`config.mk`:
```
export PLATFORM = sky130hd
export DESIGN_NAME = adpt_quan_pipe
export DESIGN_NICKNAME = d
export VERILOG_FILES = /design/src/rtl/adpt_quan_pkg.sv /design/src/rtl/adpt_iquan.sv /design/src/rtl/adpt_quan_pipe.sv
export SDC_FILE = /design/constraint.sdc
export NUM_CORES = 1
export LEC_CHECK = 0
export CORE_UTILIZATION = 31
export CTS_CLUSTER_DIAMETER = 40
export CTS_CLUSTER_SIZE = 10
export DETAILED_ROUTE_END_ITERATION = 16
export GPL_TIMING_DRIVEN = 0
export PLACE_DENSITY = 0.55
export SYNTH_ARGS = -nofsm -noshare
export SYNTH_HDL_FRONTEND = slang
export SYNTH_SLANG_ARGS = --single-unit
```
`constraint.sdc`:
```
create_clock -name clk -period 9.97 [get_ports clk]
set_input_delay 2.4925 -clock clk [delete_from_list [all_inputs] [get_ports clk]]
set_output_delay 2.4925 -clock clk [all_outputs]
set_load 0.01 [all_outputs]
```
`src/rtl/adpt_quan_pkg.sv`:
```
// Shared defaults, the code-range helper and the stage-1 payload for the adaptive quantiser.
package adpt_quan_pkg;
  localparam int DATA_W_DEF   = 16;
  localparam int CODE_W_DEF   = 4;
  localparam int NUM_CH_DEF   = 2;
  localparam int EXP_INIT_DEF = 4;
  localparam int EXP_MIN_DEF  = 0;
  localparam int EXP_MAX_DEF  = 11;
  localparam int EXP_W        = 4;

  // Payload fields are sized for the widest supported configuration; the
  // pipeline only reads back the low bits that match its own parameters.
  localparam int PL_DATA_W = 32;
  localparam int PL_CODE_W = 8;
  localparam int PL_CH_W   = 8;

  // Largest magnitude expressible by a sign-magnitude code of code_w bits.
  function automatic int qmax(input int code_w);
    return (1 << (code_w - 1)) - 1;
  endfunction

  typedef struct packed {
    logic [PL_CODE_W-1:0] code;
    logic [EXP_W-1:0]     exp;
    logic [PL_CH_W-1:0]   ch;
    logic                 bypass;
    logic [PL_DATA_W-1:0] sample;
  } s1_pl_t;
endpackage

```
`src/rtl/adpt_iquan.sv`:
```
// Inverse quantiser: sign-magnitude code plus step exponent to a saturated signed sample.
module adpt_iquan
  import adpt_quan_pkg::*;
#(
  parameter int DATA_W = DATA_W_DEF,
  parameter int CODE_W = CODE_W_DEF
) (
  input  logic [CODE_W-1:0] code,
  input  logic [EXP_W-1:0]  exp,
  output logic [DATA_W-1:0] rec
);
  localparam logic [31:0] POS_LIM = (32'd1 << (DATA_W - 1)) - 32'd1;

  logic [CODE_W-2:0] q;
  logic              sign;
  logic [31:0]       mag;
  logic [31:0]       neg;

  // Mid-step reconstruction, then clamp into the signed DATA_W range.
  always_comb begin
    q    = code[CODE_W-2:0];
    sign = code[CODE_W-1];
    mag  = (32'(q) << exp) + ((exp != '0) ? (32'd1 << (exp - 4'd1)) : 32'd0);
    neg  = 32'd0 - mag;
    if (q == '0)
      rec = '0;
    else if (!sign)
      rec = (mag > POS_LIM) ? POS_LIM[DATA_W-1:0] : mag[DATA_W-1:0];
    else
      rec = (mag > POS_LIM + 32'd1) ? {1'b1, {(DATA_W-1){1'b0}}} : neg[DATA_W-1:0];
  end
endmodule

```
`src/rtl/adpt_quan_pipe.sv`:
```
// Two-stage adaptive quantiser: stage 1 quantises and adapts the per-channel
// exponent, stage 2 reconstructs. Both stages share one stall enable.
module adpt_quan_pipe
  import adpt_quan_pkg::*;
#(
  parameter int DATA_W   = DATA_W_DEF,
  parameter int CODE_W   = CODE_W_DEF,
  parameter int NUM_CH   = NUM_CH_DEF,
  parameter int EXP_INIT = EXP_INIT_DEF,
  parameter int EXP_MIN  = EXP_MIN_DEF,
  parameter int EXP_MAX  = EXP_MAX_DEF,
  localparam int CH_W    = (NUM_CH > 1) ? $clog2(NUM_CH) : 1
) (
  input  logic              clk,
  input  logic              reset,
  input  logic              in_valid,
  output logic              in_ready,
  input  logic [DATA_W-1:0] in_sample,
  input  logic [CH_W-1:0]   in_ch,
  input  logic              cfg_bypass,
  input  logic              ch_clr,
  output logic              out_valid,
  input  logic              out_ready,
  output logic [CODE_W-1:0] out_code,
  output logic [DATA_W-1:0] out_rec,
  output logic [CH_W-1:0]   out_ch,
  output logic [3:0]        out_exp
);
  localparam int               QMAX   = qmax(CODE_W);
  localparam logic [EXP_W-1:0] E_INIT = EXP_W'(EXP_INIT);
  localparam logic [EXP_W-1:0] E_MIN  = EXP_W'(EXP_MIN);
  localparam logic [EXP_W-1:0] E_MAX  = EXP_W'(EXP_MAX);

  logic              en, acc;
  logic [1:0]        vld_pipe_q, vld_pipe_d;
  s1_pl_t            pl_q, pl_d;
  logic [EXP_W-1:0]  exp_q [NUM_CH];
  logic [EXP_W-1:0]  exp_d [NUM_CH];
  logic [CODE_W-1:0] out_code_q, out_code_d;
  logic [DATA_W-1:0] out_rec_q, out_rec_d;
  logic [CH_W-1:0]   out_ch_q, out_ch_d;
  logic [EXP_W-1:0]  out_exp_q, out_exp_d;

  logic [CH_W-1:0]   ch_sel;
  logic [EXP_W-1:0]  cur_exp;
  logic [DATA_W-1:0] mag, shifted;
  logic [CODE_W-2:0] q;
  logic              sign;
  logic [DATA_W-1:0] iq_rec;
  logic              unused_pl;

  assign en        = !vld_pipe_q[1] || out_ready;
  assign acc       = in_valid && en;
  assign in_ready  = en;
  assign out_valid = vld_pipe_q[1];
  assign out_code  = out_code_q;
  assign out_rec   = out_rec_q;
  assign out_ch    = out_ch_q;
  assign out_exp   = out_exp_q;
  assign unused_pl = ^pl_q;

  // Quantise: unsigned magnitude keeps the most negative sample exact.
  always_comb begin
    ch_sel  = (int'(in_ch) < NUM_CH) ? in_ch : '0;
    cur_exp = exp_q[ch_sel];
    sign    = in_sample[DATA_W-1];
    mag     = sign ? (~in_sample) + DATA_W'(1) : in_sample;
    shifted = mag >> cur_exp;
    q       = (shifted > DATA_W'(QMAX)) ? (CODE_W-1)'(QMAX) : shifted[CODE_W-2:0];
  end

  // Exponent adaptation; a clear overrides any same-edge update.
  always_comb begin
    for (int i = 0; i < NUM_CH; i++) exp_d[i] = exp_q[i];
    if (acc && !cfg_bypass) begin
      if (q == (CODE_W-1)'(QMAX))
        exp_d[ch_sel] = (cur_exp < E_MAX) ? cur_exp + EXP_W'(1) : cur_exp;
      else if (q == '0)
        exp_d[ch_sel] = (cur_exp > E_MIN) ? cur_exp - EXP_W'(1) : cur_exp;
    end
    if (ch_clr)
      for (int i = 0; i < NUM_CH; i++) exp_d[i] = E_INIT;
  end

  // Stage-1 payload and the valid shift register, both gated by the stall enable.
  always_comb begin
    pl_d       = pl_q;
    vld_pipe_d = vld_pipe_q;
    if (en) begin
      vld_pipe_d = {vld_pipe_q[0], acc};
      if (acc) begin
        pl_d.code   = cfg_bypass ? '0 : PL_CODE_W'({sign, q});
        pl_d.exp    = cur_exp;
        pl_d.ch     = PL_CH_W'(ch_sel);
        pl_d.bypass = cfg_bypass;
        pl_d.sample = PL_DATA_W'(in_sample);
      end
    end
  end

  adpt_iquan #(.DATA_W(DATA_W), .CODE_W(CODE_W)) u_iquan (
    .code (pl_q.code[CODE_W-1:0]),
    .exp  (pl_q.exp),
    .rec  (iq_rec)
  );

  // Stage-2 output registers; held while the consumer stalls.
  always_comb begin
    out_code_d = out_code_q;
    out_rec_d  = out_rec_q;
    out_ch_d   = out_ch_q;
    out_exp_d  = out_exp_q;
    if (en && vld_pipe_q[0]) begin
      out_code_d = pl_q.code[CODE_W-1:0];
      out_rec_d  = pl_q.bypass ? pl_q.sample[DATA_W-1:0] : iq_rec;
      out_ch_d   = pl_q.ch[CH_W-1:0];
      out_exp_d  = pl_q.exp;
    end
  end

  // State registers with synchronous reset.
  always_ff @(posedge clk) begin
    if (reset) begin
      vld_pipe_q <= '0;
      pl_q       <= '0;
      out_code_q <= '0;
      out_rec_q  <= '0;
      out_ch_q   <= '0;
      out_exp_q  <= '0;
      for (int i = 0; i < NUM_CH; i++) exp_q[i] <= E_INIT;
    end else begin
      vld_pipe_q <= vld_pipe_d;
      pl_q       <= pl_d;
      out_code_q <= out_code_d;
      out_rec_q  <= out_rec_d;
      out_ch_q   <= out_ch_d;
      out_exp_q  <= out_exp_d;
      for (int i = 0; i < NUM_CH; i++) exp_q[i] <= exp_d[i];
    end
  end
endmodule

```
==> out/results.md <==
* input port to flop — Crit Path Category
* 1320 ps — slew at the pin closest to its max-slew limit
* 15 — critical path depth in cells
* 1055 — number of instances in the placed design
* 0 — initial antenna violation count
* 0 — Antenna Diode Count
* 5.67 — number of vias per cell
* 340 ps — Worst-Skew Late Latency
* 61 — FF+latch count, synth
* nor4b_1 — Slowest cell on crit path
* 21.6% — fraction of the yosys area taken by sequential cells
* 0 — Synth Warn #
* 18100 microns — total wirelength of the detailed-routed design
* 11 — pin count of the biggest net entering global routing
* 116 mW/mm^2 — Power per Cell Area
* 61 — number of sinks driven by the clock tree
* 0 — number of synthesized flops with an enable pin
* 5589 — number of global-route vias before repair
* clkbuf_16 — clk root buf
* 740 ps — maximum single-stage delay on the critical path
* 145 MHz — fmax
* 50 ps — clock-pin slew on the worst setup and hold paths
* 0 — CTS Hold Bufs
* input port — Startpoint Class
* 7 — Critical Path Fanout Max
* false — RSZ-0062 raised after global routing
* 7.22 sq um — average size of a mapped cell
* 0 — aggregate global routing overflow
* 5 — Pre-antenna DRT Iters
* 828 — Synth Net Count
* 2.48 nW — leakage power summed over all cells
* 0.00565 sq mm — post-synthesis instance area
* 0.0188 sq mm — die area
* 76 — Unique masters post-synth
* 0 — Final Hold Vio Count
* 0% — share of synthesized flip-flops with an asynchronous set or reset
* yes — TritonCTS clock tree
* 19.9% — total global-route track usage
* 43 — count of input and output buffers
* 137 microns — Die Y
* 0.0179 sq mm — Core ar.
* 0 — number of instances resized during post-cts repair
* 29200 microns — first-pass GRT wire length
* 2 — hold depth
* 6069 — overall via count from detail_route
* 6.42% — fraction of final layout cells sized beyond drive strength 1
* 0 — DR DRC count
* 0 — count of maximum capacitance violations
* 0 ps — setup total negative slack
* nand2_1 — most common cell in the netlist
* dfxtp_1 — most instantiated flip-flop cell in the synthesis netlist
* 3 — sum of buffers and inverters on the critical path
* 1070 — final standard cell count with taps included and fillers excluded
* 375 — DRC marker count from the first detailed-route iteration
* 783 — Post-Synthesis Cells
* 2 — Max Buffers Root-to-Sink
* 7120 ps — arrival time at the worst endpoint
* 17 — worst r2r path cells
* clkdlybuf4s50_1, inv_1, ha_1, nor4b_1, nand3_1, o22ai_1, o21ai_0, a211oi_1, a211oi_2, a41o_2, and3_1, buf_2, a21oi_1, mux2i_1, nor2_1 — cell breakdown of the critical path
* 3 — maximum level of the CTS H-tree
* 0 — Setup Fix Bufs, Post-CTS
* 16.9 microns — detailed-route wire length per cell
* 63.3 uV — peak supply drop
* 6900 ps — final worst path period need
* 69.2% — period utilization
* 0 — final number of max-transition violations
* 11.5 ps — Post-Route Skew
* flop — Worst Setup End Kind
* 0 — number of nets still failing antenna checks after routing
* flop to flop — type of the tightest min-delay check
* 50 — number of top-level pins
* nand2_1, a21oi_1, nor2_1 — list of most frequent post-synthesis cells
* 21.6% — Synth top area share
* dfxtp_1, nand2_1, a21oi_1 — cells taking the most area after synthesis
* 0.916 — final weighted congestion in routability-driven placement
* 9 — clock buffer count from CTS
* 49 — row count
* 10.7% — relative slew slack
* 14100 microns — dpl hpwl
* 137 microns — die width
* compound AO/OA/AOI/OAI gates — cell family with the largest share of critical-path delay
* 882 — layout net count
* 17.9% — layout overhead on the synthesized area
* 10190 ps — Crit path required time
* dfxtp_1 — area leader, netlist
* 0 — final setup violation count
* 31.6% — initial cell density of the core
* finished, final reports clean — outcome
## per-stage QoR
stage               utilization, %  hold slack (ps)  setup slack, ps  total power [mW]  instance area (sq um)
detailed placement            35.6              449             2880             0.468                   6370
CTS                           37.2              455             3220             0.779                   6660
global route                  37.2              473             2750             0.816                   6660
floorplan                        -              432             4090             0.406                   5650
finish                        37.2              451             3070             0.774                   6660
global placement              35.6              441             2820             0.467                   6370
## logic make-up (layout without fill, tap and decap cells)
group                    count (synthesis)  in the layout  share of synthesized area (%)
AND/OR/NAND/NOR                        334            334                           28.6
multiplexers                            19             19                           3.48
adder cells (fa/ha/maj)                 22             22                           5.00
buffers and inverters                   77            135                           7.31
AO/OA/AOI/OAI                          237            237                           29.0
XOR/XNOR                                32             32                           4.96
other                                    1              1                         0.0664
flip-flops                              61             61                           21.6
## worst paths after layout
path | slack [ps] | to | startpoint
worst min register to register | 450 | out_exp[1] | out_exp[1]
worst max-delay path | 3070 | exp_q[1][3] | in_sample[0]
worst min-delay path | 450 | out_exp[1] | out_exp[1]
worst max register to register | 4530 | out_rec[1] | pl_q[41]
## metal layers
| layer | vias up | part of all wire (%) | GRT usage (%) |
|---|---|---|---|
| li1 | 3007 | - | - |
| met1 | 2874 | 46 | 26.1 |
| met2 | 157 | 48 | 33.2 |
| met3 | 31 | 3.9 | 2.37 |
| met4 | 0 | 2.1 | 7.08 |
| met5 | - | 0 | 0 |
## worst min-delay path, delay by kind of cell, from the launching register on
kind            cells  cell delay, ps
compound gates      1              50
flops               1             300
simple gates        1              50
## layout make-up
| cell class | count | area, sq um |
|---|---|---|
| Timing Repair Buffer | 43 | 430 |
| Tap cell | 229 | 287 |
| Buffer | 58 | 342 |
| Clock inverter | 1 | 30.0 |
| Inverter | 19 | 71.3 |
| Sequential cell | 61 | 1220 |
| Multi-Input combinational cell | 645 | 4020 |
| Fill cell | 1965 | 11200 |
| Clock buffer | 14 | 264 |
## placed cells by master, fill, tap and decap left out, types with 7 or more instances in the layout
master and count:
nor2b_1 11, a221oi_1 11, mux2i_1 14, ha_1 21, a21o_1 7, clkdlybuf4s50_1 43, nor2_1 74, clkbuf_1 41
or2_2 8, xnor2_1 19, clkbuf_8 12, nor4_1 7, clkbuf_16 9, and3_1 8, nor3_1 42, xor2_1 13
inv_1 19, dfxtp_1 61, nand2b_1 14, a211oi_1 20, a21oi_1 79, nand3_1 18, nand4_1 12, o211ai_1 14
o21ai_0 29, o2111ai_1 7, a31oi_1 9, nand2_1 108
## flip-flops by register name (all words and copies together), names as in the netlist
name and cells:
out_ch 1, pl_q 26, out_exp 4, vld_pipe_q 2
out_code 4, out_rec 16, exp_q 8
## power breakdown
part	total, mW	internal [mW]	switching, mW
Clock	0.309	0.205	0.104
Sequential	0.265	0.257	0.00857
Combinational	0.200	0.0789	0.121
Total	0.774	0.541	0.234
No activity file was read; power rests on OpenSTA's default activity.
